<file path="config.mk">
export PLATFORM = sky130hd
export DESIGN_NAME = jogo_sequencia_unidade_controle
export DESIGN_NICKNAME = d
export VERILOG_FILES = /design/src/rtl/jogo_sequencia_unidade_controle.sv
export SDC_FILE = /design/constraint.sdc
export NUM_CORES = 1
export LEC_CHECK = 0
export BUFFER_PORTS_ARGS = -buffer_cell sky130_fd_sc_hd__buf_2
export CORE_AREA = 4 4 41 43
export CTS_CLUSTER_SIZE = 40
export DETAILED_ROUTE_END_ITERATION = 16
export DIE_AREA = 0 0 45 47
export SYNTH_ARGS = -nofsm -noshare
export SYNTH_HDL_FRONTEND = slang
export SYNTH_SLANG_ARGS = --single-unit
export TNS_END_PERCENT = 5
</file>
<file path="constraint.sdc">
create_clock -name clock -period 1.5 [get_ports clock]
set_input_delay 0.15 -clock clock [delete_from_list [all_inputs] [get_ports clock]]
set_output_delay 0.15 -clock clock [all_outputs]
set_load 0.05 [all_outputs]
</file>
<file path="src/rtl/jogo_sequencia_unidade_controle.sv">
// Moore control unit for the sequence-memory game: drives datapath enables and end-of-game flags.
// Define TIMEOUT_EN to enable the play timer (contaT) and the timeout ending (fim_timeout).
module jogo_sequencia_unidade_controle (
    input  logic       clock,
    input  logic       reset_n,
    input  logic       iniciar,
    input  logic       jogada,
    input  logic       chavesIgualMemoria,
    input  logic       fimE,
    input  logic       fimL,
    input  logic       timeout,
    output logic       zeraE,
    output logic       contaE,
    output logic       zeraL,
    output logic       contaL,
    output logic       zeraR,
    output logic       registraR,
    output logic       zeraT,
    output logic       contaT,
    output logic       pronto,
    output logic       acertou,
    output logic       errou,
    output logic       db_timeout,
    output logic [3:0] db_estado
);

    typedef enum logic [3:0] {
        inicial        = 4'h0,
        preparacao     = 4'h1,
        inicia_rodada  = 4'h2,
        espera_jogada  = 4'h3,
        registra       = 4'h4,
        comparacao     = 4'h5,
        proxima_jogada = 4'h6,
        proxima_rodada = 4'h7,
        fim_acertou    = 4'hA,
        fim_timeout    = 4'hD,
        fim_errou      = 4'hE
    } estado_t;

    estado_t estado, proximo;
    logic    timeout_ok;

`ifdef TIMEOUT_EN
    assign timeout_ok = timeout;
`else
    // Timer disabled: the input is deliberately left unconnected to the FSM.
    logic unused_timeout;
    assign unused_timeout = timeout;
    assign timeout_ok     = 1'b0;
`endif

    always_ff @(posedge clock or negedge reset_n) begin
        if (!reset_n) estado <= inicial;
        else          estado <= proximo;
    end

    always_comb begin
        proximo = inicial;
        case (estado)
            inicial:        proximo = iniciar ? preparacao : inicial;
            preparacao:     proximo = inicia_rodada;
            inicia_rodada:  proximo = espera_jogada;
            // A play wins over a simultaneous timeout.
            espera_jogada:  proximo = jogada     ? registra    :
                                      timeout_ok ? fim_timeout : espera_jogada;
            registra:       proximo = comparacao;
            comparacao:     proximo = !chavesIgualMemoria ? fim_errou      :
                                      (fimE && fimL)      ? fim_acertou    :
                                      fimE                ? proxima_rodada : proxima_jogada;
            proxima_jogada: proximo = espera_jogada;
            proxima_rodada: proximo = inicia_rodada;
            fim_acertou,
            fim_errou,
            fim_timeout:    proximo = iniciar ? preparacao : estado;
            default:        proximo = inicial;
        endcase
    end

    always_comb begin
        zeraE      = 1'b0;
        contaE     = 1'b0;
        zeraL      = 1'b0;
        contaL     = 1'b0;
        zeraR      = 1'b0;
        registraR  = 1'b0;
        zeraT      = 1'b0;
        contaT     = 1'b0;
        pronto     = 1'b0;
        acertou    = 1'b0;
        errou      = 1'b0;
        db_timeout = 1'b0;
        db_estado  = estado;
        case (estado)
            inicial:        begin zeraE = 1'b1; zeraL = 1'b1; zeraR = 1'b1; end
            preparacao:     begin zeraE = 1'b1; zeraL = 1'b1; zeraR = 1'b1; zeraT = 1'b1; end
            inicia_rodada:  begin zeraE = 1'b1; zeraT = 1'b1; end
`ifdef TIMEOUT_EN
            espera_jogada:  contaT = 1'b1;
`else
            espera_jogada:  contaT = 1'b0;
`endif
            registra:       registraR = 1'b1;
            comparacao:     ;
            proxima_jogada: begin contaE = 1'b1; zeraT = 1'b1; end
            proxima_rodada: contaL = 1'b1;
            fim_acertou:    begin pronto = 1'b1; acertou = 1'b1; end
            fim_errou:      begin pronto = 1'b1; errou = 1'b1; end
`ifdef TIMEOUT_EN
            fim_timeout:    begin pronto = 1'b1; db_timeout = 1'b1; end
`else
            fim_timeout:    pronto = 1'b1;
`endif
            default:        db_estado = 4'hF;
        endcase
    end

endmodule

</file>
# == After elaboration in Yosys (flattened, before gate mapping) ==
# Cells that the tools add are included.
# classes
n_eq_ne,11
mux,17
n_reduce_logical,9
# ops
operator,n
$pmux W4 S7,1
$eq A4 B3 Y1 const B,4
$mux W4,4
$eq A4 B4 Y1 const B,3
$mux W1,11
$reduce_or A11 Y1,1
$reduce_or A3 Y1,3
$eq A4 B2 Y1 const B,2
$reduce_or A2 Y1,3
$eq A4 B1 Y1 const B,1
$logic_not A4 Y1,1
$mux W3,1
$ne A2 B1 Y1 const B,1
$logic_and A1 B1 Y1,1
# totals
ff_bits,4
inputBits,8
output_inout_bits,16
elab_cells,38

# == Depth between registers and ports, before layout ==
# logic_depth
ltp_word,4
depth_mapped,4
depth_no_buf,3

# == Least setup slack after synthesis ==
# Ideal clock, no wire load.
# synth_path
kind,flip-flop to output port
start,register estado[1]
end,output port zeraR
t_arrival_ns,2.096
t_required_ns,1.350
slack_ns,-0.746
stages_incl_launch_ff,4
n_path_buf,2
path_cell_list,dfrtp_1 > buf_4 > nor3_1 > buf_4
# synth_via
elab_chain_cells,3
word_cells_on_any_way,4
classes_between,eq/ne: 1; mux: 1; reduce/logical: 2
# synth_rtl
item,line,source
start: declaration,41,"estado_t estado, proximo;"
start signal: assignment,54,if (!reset_n) estado <= inicial;
start signal: assignment,55,else estado <= proximo;
$eq A4 B1 Y1 or $logic_not A4 Y1 (tied branches),-,
$reduce_or A2 Y1 (no line) *,-,
$mux W1 *,-,
end: declaration,16,"output logic zeraR,"
# Mark *: on every way between the ends. The rest lies on a longest branch, timed or not.

# == Final worst setup path ==
# layout_path
start,register estado[3]
end,output port contaE
# layout_via
elab_chain_cells,2
# layout_rtl
item,line,source
$eq A4 B3 Y1,94,case (estado)
$mux W1,94,
end: declaration,13,"output logic contaE,"
# Every way passes these cells.

==> flow_summary.toml <==
[placement]
io_buffers = 20
dpl_cell_area_um2 = 554
place.gp.congestion = 0.782
place_hpwl_um = 815

[worst_setup_path]
startpoint_type = "register"
end_kind = "output pin"
worst-path-max-fanout = 12
crit_type = "reg2out"
crit_required_ns = 1.35
cp.arrival_ns = 1.29

[route]
via_per_inst = 4.99
dr.pass1.iters = 4
drcViolationCount = 0
wirelength_um = 1160
dr_total_vias = 514
drtIter0Drc = 10
drt.antenna.violating_nets = 0
wl_per_cell_um = 11.3

[finish]
utilization_pct = 54.0
multi_input_area_um2 = 319
synthToLayoutAreaGrowth_pct = 55.2
regMostFlops = "estado"
top_regs = "estado: 4 flops"
seqCellArea_um2 = 105
fillCellCount = 133
n_antenna_cell = 0
final_nets = 98
layout-drive-gt1-share_pct = 52.3
largest_register_ffs = 4
finalInstanceArea_um2 = 703

[flow_run]
maxCapViolCount = 0

[min_path]
min_path_type = "in2reg"

[sta]
hold_violations = 0
finalCritPeriodShare_pct = 96.3
layout_min_cycle_time_ns = 1.44
finClkSkew_ns = 0.000879
fmax_mhz = 693
maxSlewViolCount = 0
whs_ns = 0.156
setup_viol = 0

[clock_tree]
numCtsBuffers = 3
cts_tree = "built"
clkLatencyLatePin_ns = 0.23
cts_sinks = 4
clk_pin_slew_ns = 0.04
htree_levels = 1
clock-root-buffer = "clkbuf_4"
cts_buffer_depth = 2

[synthesis]
synthMuxAreaShare_pct = 0
ys_warn_count = 0
syn_inst = 60
ys_ff_latch = 4
yosys.area.top_type = "dfrtp_1"
synth-xor-area-share_pct = 1.93
synth_compound_area_share_pct = 26.0
synth_top_area_share_pct = 22.1
synth_area_per_cell_um2 = 7.55
yosys.area_share.adder_pct = 0
post_synth_and_or_nand_nor_area_fraction_pct = 34.8
seq_area_frac_synth_pct = 22.1
netlist_area_um2 = 453
ys_types = 32
synth_top_family_by_area = "simple AND/OR/NAND/NOR gates"
synth_area_leaders = "dfrtp_1 22%, buf_4 9.9%, nand2_1 6.6%"

[grt]
grt_pass1_vias = 389
antenna_found_initial = 0
grt_pass1_wl_um = 1620
grt.overflow.total = 0
grt_usage_pct = 10.8
grt_max_degree = 15

[pwr]
p_per_area_nw_per_um2 = 2240
p_leak_nw = 0.357
ir_drop_uv = 1180

[floorplanning]
die_x_um = 45
die_area_um2 = 2120
die_h_um = 47
std_cell_rows = 13
start_util_pct = 34.8
core_area_um2 = 1300
ios = 24

[run_status]
status = "completed"
==> layout by cell type, fill, tap and decap left out, types with 2 or more instances in the layout <==
cell	Yosys	final
buf_4	6	16
buf_2	1	11
nand2_1	8	8
nor2_1	6	6
clkbuf_4	0	4
dfrtp_2	0	4
buf_6	0	3
inv_2	2	2
and2_1	2	2
a21o_1	2	2
nand3_1	2	2
a21oi_1	2	2
a32oi_1	2	2
conb_1	1	2
==> metrics by stage <==
stage | TNS [ns] | worst slack [ns] | cells | power, W
6_report | 0 | 0.0561 | 103 | 0.00158
3_5_place_dp | 0 | 0.109 | 91 | 0.00127
2_1_floorplan | -0.790 | -0.261 | 61 | 0.00110
3_3_place_gp | 0 | 0.102 | 91 | 0.00126
4_1_cts | -0.0496 | -0.0153 | 95 | 0.00143
5_1_grt | -0.0136 | -0.00599 | 103 | 0.00168
==> critical path, cell delays in order (launching register included) <==
cell	delay, ns
dfrtp_2	0.48
nand2b_1	0.21
nor2_1	0.13
clkbuf_4	0.24
==> synthesized netlist by cell type (all sizes together) <==
master and n:
nor2 6, a311oi 1, clkbuf 1, nand2b 2, buf 7, and3b 1
nand3 2, a22o 1, nor3 2, xor2 1, and2b 1, and4b 1
a21o 2, dfrtp 4, a31o 1, and2 2, nand3b 1, a21boi 1
nand2 8, conb 1, o21ba 1, o21ai 2, inv 3, nor2b 1
nor3b 1, and4bb 1, a221oi 1, a32oi 2, a21oi 2
==> cells by family after synthesis <==
family                 Yosys count
XOR/XNOR                         1
AND/OR/NAND/NOR                 29
AO/OA/AOI/OAI                   14
buffers and inverters           11
other                            1
flip-flops                       4
==> layout make-up <==
type	count	share of cell area [%]
sequential	4	14.9
multi-input combinational	46	45.4
tap	15	2.67
inverter	3	1.60
clock buffer	3	3.20
timing repair buffer	32	32.2
==> path summary, 6_finish.rpt <==
path	slack [ns]	cells past startpoint	startpoint	end
min in group asynchronous	0.26	2	reset_n	estado[1]
max	0.06	3	estado[3]	contaE
max reg2reg	0.21	4	estado[1]	estado[0]
min reg2reg	0.71	2	estado[3]	estado[1]
min	0.16	2	iniciar	estado[1]
max in group asynchronous	1.11	2	reset_n	estado[3]
==> where the power goes <==
part           switching (W)  total, W  internal [W]
clock              0.0000399  0.000129     0.0000892
sequential         0.0000930  0.000248      0.000155
combinational       0.000756   0.00120      0.000444
total               0.000888   0.00158      0.000687
==> repair_timing <==
| item | CTS | global route |
|---|---|---|
| buffers inserted | 0 | 8 |
| hold buffers | 1 | 0 |
| pin swaps | 0 | 2 |
| endpoints found under the hold margin | 4 | 0 |
| resized for setup | 9 | 14 |
| setup endpoints to repair | 13 | 10 |
==> layer usage <==
layer  up-vias  part of all wire (%)  global-route usage (%)
li1        264                     -                       -
met1       232                    45                    13.4
met2        16                    48                    16.4
met3         2                   6.2                    2.68
met4         0                   1.0                    7.02
met5         -                     0                       0
(Power assumes the default switching activity.)
